`config.mk`:
```
export PLATFORM = sky130hd
export DESIGN_NAME = pwm_capture
export DESIGN_NICKNAME = d
export VERILOG_FILES = /design/src/rtl/pwm_capture.sv
export SDC_FILE = /design/constraint.sdc
export NUM_CORES = 1
export LEC_CHECK = 0
export BUFFER_PORTS_ARGS = -buffer_cell sky130_fd_sc_hd__buf_2
export CAP_MARGIN = 20
export CORE_MARGIN = 3
export CORE_UTILIZATION = 45
export DETAILED_ROUTE_END_ITERATION = 16
export GPL_ROUTABILITY_DRIVEN = 1
export HOLD_SLACK_MARGIN = 0.12
export PLACE_DENSITY = 0.62
export SKIP_LAST_GASP = 1
export SYNTH_ARGS = -nofsm -noshare
export SYNTH_HDL_FRONTEND = slang
export SYNTH_SLANG_ARGS = --single-unit
```
`constraint.sdc`:
```
create_clock -name i_Clk -period 10.2 [get_ports i_Clk]
set_clock_uncertainty 0.1 [all_clocks]
set_input_delay 0.51 -clock i_Clk [delete_from_list [all_inputs] [get_ports i_Clk]]
set_output_delay 0.51 -clock i_Clk [all_outputs]
set_load 0.005 [all_outputs]
```
`src/rtl/pwm_capture.sv`:
```
// pwm_capture: measures period and high time of an asynchronous PWM line,
// converts the ratio to a 0..STEPS duty step and flags a stuck line.
module pwm_capture #(
    parameter int CNT_W   = 16,
    parameter int TIMEOUT = 65535,
    parameter int STEPS   = 10
) (
    input  logic             i_Clk,
    input  logic             i_Rst_n,
    input  logic             i_PWM,
    output logic [CNT_W-1:0] o_Period,
    output logic [CNT_W-1:0] o_High,
    output logic             o_Valid,
    output logic [3:0]       o_Duty_Step,
    output logic             o_Step_Valid,
    output logic             o_Stuck,
    output logic             o_Level
);

    localparam int              TW      = CNT_W + 4;
    localparam logic [CNT_W-1:0] TO_VAL  = CNT_W'(TIMEOUT);
    localparam logic [CNT_W-1:0] CNT_MAX = '1;
    localparam logic [3:0]       STEPS_4 = 4'(STEPS);

    typedef enum logic {M_IDLE, M_MEASURE} m_state_t;
    typedef enum logic {S_DONE, S_CALC}    s_state_t;

    m_state_t m_state, m_next;
    s_state_t s_state, s_next;

    logic             s1, s2, s3;
    logic [CNT_W-1:0] per_cnt, hi_cnt;
    logic [TW-1:0]    target, acc;
    logic [CNT_W-1:0] div;
    logic [3:0]       k;

    logic             rise, to_evt, capture, stuck_evt, calc_step;
    logic [TW:0]      sum;

    assign rise      = s2 & ~s3;
    // per_cnt doubles as the idle counter while in M_IDLE
    assign to_evt    = ~rise & (per_cnt == TO_VAL);
    assign capture   = rise & (m_state == M_MEASURE);
    // an already-stuck line only restarts the idle counter, no new pulses
    assign stuck_evt = to_evt & ~((m_state == M_IDLE) & o_Stuck);
    assign sum       = {1'b0, acc} + {5'b0, div};
    assign calc_step = (k < STEPS_4) && (sum <= {1'b0, target});

    // Synchronizer plus edge-detect flop
    always_ff @(posedge i_Clk or negedge i_Rst_n) begin
        if (!i_Rst_n) begin
            s1 <= 1'b0;
            s2 <= 1'b0;
            s3 <= 1'b0;
        end else begin
            s1 <= i_PWM;
            s2 <= s1;
            s3 <= s2;
        end
    end

    // Measure FSM state register
    always_ff @(posedge i_Clk or negedge i_Rst_n) begin
        if (!i_Rst_n) m_state <= M_IDLE;
        else          m_state <= m_next;
    end

    // Measure FSM next state; rise has priority over timeout
    always_comb begin
        m_next = m_state;
        case (m_state)
            M_IDLE:    if (rise)   m_next = M_MEASURE;
            M_MEASURE: if (to_evt) m_next = M_IDLE;
            default:   m_next = M_IDLE;
        endcase
    end

    // Counters and measurement / stuck outputs
    always_ff @(posedge i_Clk or negedge i_Rst_n) begin
        if (!i_Rst_n) begin
            per_cnt  <= '0;
            hi_cnt   <= '0;
            o_Period <= '0;
            o_High   <= '0;
            o_Valid  <= 1'b0;
            o_Stuck  <= 1'b0;
            o_Level  <= 1'b0;
        end else begin
            o_Valid <= capture;
            if (rise) begin
                per_cnt <= CNT_W'(1);
                hi_cnt  <= CNT_W'(1);
            end else begin
                if (to_evt)                per_cnt <= '0;
                else if (per_cnt != TO_VAL) per_cnt <= per_cnt + 1'b1;
                if (s2 && hi_cnt != CNT_MAX) hi_cnt <= hi_cnt + 1'b1;
            end
            if (capture) begin
                o_Period <= per_cnt;
                o_High   <= hi_cnt;
                o_Stuck  <= 1'b0;
            end else if (stuck_evt) begin
                o_Period <= '0;
                o_High   <= '0;
                o_Stuck  <= 1'b1;
                o_Level  <= s2;
            end
        end
    end

    // Step FSM state register
    always_ff @(posedge i_Clk or negedge i_Rst_n) begin
        if (!i_Rst_n) s_state <= S_DONE;
        else          s_state <= s_next;
    end

    // Step FSM next state; a new capture restarts, a timeout aborts
    always_comb begin
        s_next = s_state;
        if (stuck_evt)                          s_next = S_DONE;
        else if (capture)                       s_next = S_CALC;
        else if (s_state == S_CALC && !calc_step) s_next = S_DONE;
    end

    // Serial divide: count how many periods fit into high*STEPS
    always_ff @(posedge i_Clk or negedge i_Rst_n) begin
        if (!i_Rst_n) begin
            target       <= '0;
            acc          <= '0;
            div          <= '0;
            k            <= '0;
            o_Duty_Step  <= '0;
            o_Step_Valid <= 1'b0;
        end else begin
            o_Step_Valid <= 1'b0;
            if (stuck_evt) begin
                o_Duty_Step  <= s2 ? STEPS_4 : 4'd0;
                o_Step_Valid <= 1'b1;
            end else if (capture) begin
                target <= {4'b0, hi_cnt} * TW'(STEPS);
                div    <= per_cnt;
                acc    <= '0;
                k      <= '0;
            end else if (s_state == S_CALC) begin
                if (calc_step) begin
                    acc <= sum[TW-1:0];
                    k   <= k + 4'd1;
                end else begin
                    o_Duty_Step  <= k;
                    o_Step_Valid <= 1'b1;
                end
            end
        end
    end

endmodule

```
==> reports/results.tsv <==
stage	metric	value	unit
outcome	status	finished clean	
detailed_routing	routed_wl	17290	um
clock_network	clock_latency	0.42	ns
final_layout	drive_gt1_frac	0.1163	
clock_network	cts_root_buf	clkbuf_16	
clock_network	clkTransAtPathRegs	0.06	ns
global_route	grt_remaining_overflow	0	
logic_synthesis	yosysUniqueCellTypes	52	
sta	rsz0062_at_grt	no	
logic_synthesis	netlist_top_cells_area	dfrtp_1 46%, ha_1 11%, nand2_1 8.1%, xor2_1 3.4%, xnor2_1 2.7%	
final_layout	multi_input_area	3805	um^2
final_layout	stdcell_area	8453	um^2
global_route	grt_max_degree	80	
power	p_per_area	196.6	nW/um^2
logic_synthesis	ys_async_sr_fraction	1.000	
job	drv_cap	0	
placed_design	postPlaceCellArea	7845	um^2
detailed_routing	drc	0	
final_layout	n_fill_cell	1512	
logic_synthesis	syn_nets	847	
clock_network	numCtsBuffers	17	
detailed_routing	vias	5768	
sta	hold_viol	0	
worst_setup_path	critPathArrivalTime	5.26	ns
final_layout	seqCellArea	3403	um^2
final_layout	layout.nets	892	
global_route	grt_use_total	0.2004	
global_route	antenna_found_initial	0	
worst_setup_path	required	10.40	ns
sta	fmax	197.7	MHz
sta	period_needed	5.059	ns
worst_setup_path	worst-path-max-fanout	20	
logic_synthesis	yosys.area.top_type	dfrtp_1	
placed_design	portBuffers	42	
detailed_routing	vias_per_cell	5.493	
final_layout	area_growth	13.74	%
worst_setup_path	worstSetupPathType	reg -> reg	
worst_setup_path	start_kind	register	
logic_synthesis	seq_area_frac_synth	0.4579	
power	p_leak	0.004394	uW
sta	timing.setup.tns	0	ns
logic_synthesis	synth.most_common_cell	nand2_1	
logic_synthesis	synth_common_cells	161 x nand2_1, 136 x dfrtp_1, 66 x ha_1, 52 x nor2_1, 34 x nand3_1	
detailed_routing	postRouteAntennaNets	0	
floorplanning	num_rows	46	
clock_network	cts.sinks	136	
clock_network	cts_tree	done	
global_route	grt_pass1_wl	28860	um
sta	maxSlewHeadroom	0.3325	
floorplanning	die_w	134.5	um
logic_synthesis	avgSynthCellArea	9.577	um^2
logic_synthesis	ys_ff_latch	136	
clock_network	cts_max_level	4	
sta	finalSetupViolCount	0	
detailed_routing	dr.pass1.iters	5	
detailed_routing	drtIter0Drc	438	
sta	slew_viol_final	0	
sta	fin_crit_sh	0.4960	
detailed_routing	wl_per_cell	16.46	um
logic_synthesis	synthFlopType	dfrtp_1	
placed_design	hpwl	12220	um
power	ir_drop	156.9	uV
worst_setup_path	worstSetupEndpointType	register	
floorplanning	pin_count	43	
clock_network	cts_buffer_depth	2	
placed_design	finalWeightedCongestion	0.8451	
worst_hold_path	min_path_type	reg -> reg	
final_layout	antenna_cells	0	
clock_network	post_cts_resized	0	
floorplanning	die_y	134.5	um
logic_synthesis	syn_area	7432	um^2
logic_synthesis	yosys_warnings	0	
floorplanning	start_util	0.4645	
logic_synthesis	syn_inst	776	
logic_synthesis	synth-edff-count	0	
logic_synthesis	yosysTopAreaCellShare	0.4579	
sta	worst_slew_pin_slew	1.001	ns
floorplanning	dieArea	18090	um^2
floorplanning	core_region_area	16000	um^2
global_route	first_global_vias	5698	
power by group:
group	internal (uW)	leakage (uW)	switching [uW]	total [uW]
Clock	350	0.000266	240	591
Combinational	156	0.00228	266	422
Sequential	599	0.00184	50.1	649
Total	1100	0.00439	557	1660
metal layers:
metal  track usage  share of wire  vias to the layer above
li1              -              -                     2813
met1        0.2923           0.49                     2814
met4       0.06391          0.014                        0
met5             0              0                        -
met2        0.3073           0.45                      123
met3       0.03353          0.038                       18
cell usage in the layout, fill, tap and decap left out, types with 16 or more instances in the layout:
cell	count
a21oi_1	31
nor2_1	52
buf_2	41
clkbuf_16	17
ha_1	66
dfrtp_1	136
xor2_1	29
a22o_1	21
xnor2_1	23
nand4_1	16
inv_1	29
nand2_1	161
nand3_1	34
o21ai_0	30
critical path: stages, from the launching register on:
cell and delay (ns):
dfrtp_1 0.39, ha_1 0.34, nand2_1 0.10, o31ai_1 0.54, o2111ai_1 0.22, a31oi_1 0.33, a21oi_1 0.13, xnor2_1 0.17
ha_1 0.31, nand4_1 0.14, or4_4 0.58, nor4_4 0.23, a21oi_2 0.12, a221oi_4 0.46, o21ai_2 0.37, mux2_2 0.39
state kept, by name, summed over array words and instances (netlist names):
signal,count
acc,20
target,19
div,16
hi_cnt,16
o_High,16
o_Period,16
per_cnt,16
k,4
o_Duty_Step,4
m_state,1
o_Level,1
o_Step_Valid,1
o_Stuck,1
o_Valid,1
s1,1
s2,1
s3,1
s_state,1
what timing repair did:
item	CTS	global route
buffers inserted	0	0
hold endpoints to repair	79	0
hold buffers	2	0
final timing paths:
| kind | start | endpoint | slack [ns] | cells after the start |
|---|---|---|---|---|
| min | s1 | s2 | 0.25 | 0 |
| min in group asynchronous | i_Rst_n | target[17] | 0.60 | 2 |
| max in group asynchronous | i_Rst_n | target[5] | 8.13 | 3 |
| min reg2reg | s1 | s2 | 0.25 | 0 |
| max reg2reg | acc[4] | k[0] | 5.14 | 15 |
| max | acc[4] | k[0] | 5.14 | 15 |
stage by stage:
stage	hold slack, ns	std cells	total power, uW	setup slack (ns)	utilization
after floorplan	0.1144	776	973.7	5.857	-
after global placement	0.2335	1015	1064	5.354	0.4903
after detailed placement	0.2424	1015	1074	5.241	0.4903
after CTS	0.2560	1049	1671	5.203	0.5274
after global routing	0.2749	1050	1754	4.714	0.5283
final	0.2529	1050	1662	5.141	0.5283
cell families (layout without fill, tap and decap cells):
logic type / count (synthesis) / count (layout) / share of synthesized area
xor gates and xnor gates: 52 / 52 / 0.06128
and+or+nand+nor: 318 / 318 / 0.1933
adders and majority gates: 68 / 68 / 0.1165
muxes: 3 / 3 / 0.004209
DFF: 136 / 136 / 0.4579
buffers and inverters: 54 / 112 / 0.03064
AOI/OAI and AO/OA: 145 / 145 / 0.1362
area by class of cell:
cell class / count / share of cell area
multi-input combinational: 586 / 0.4501
sequential: 136 / 0.4026
clock buffer: 20 / 0.05403
timing repair buffer: 50 / 0.03419
tap: 216 / 0.03197
clock inverter: 12 / 0.01377
inverter: 30 / 0.01332
Power figures use the tool's default switching activity.
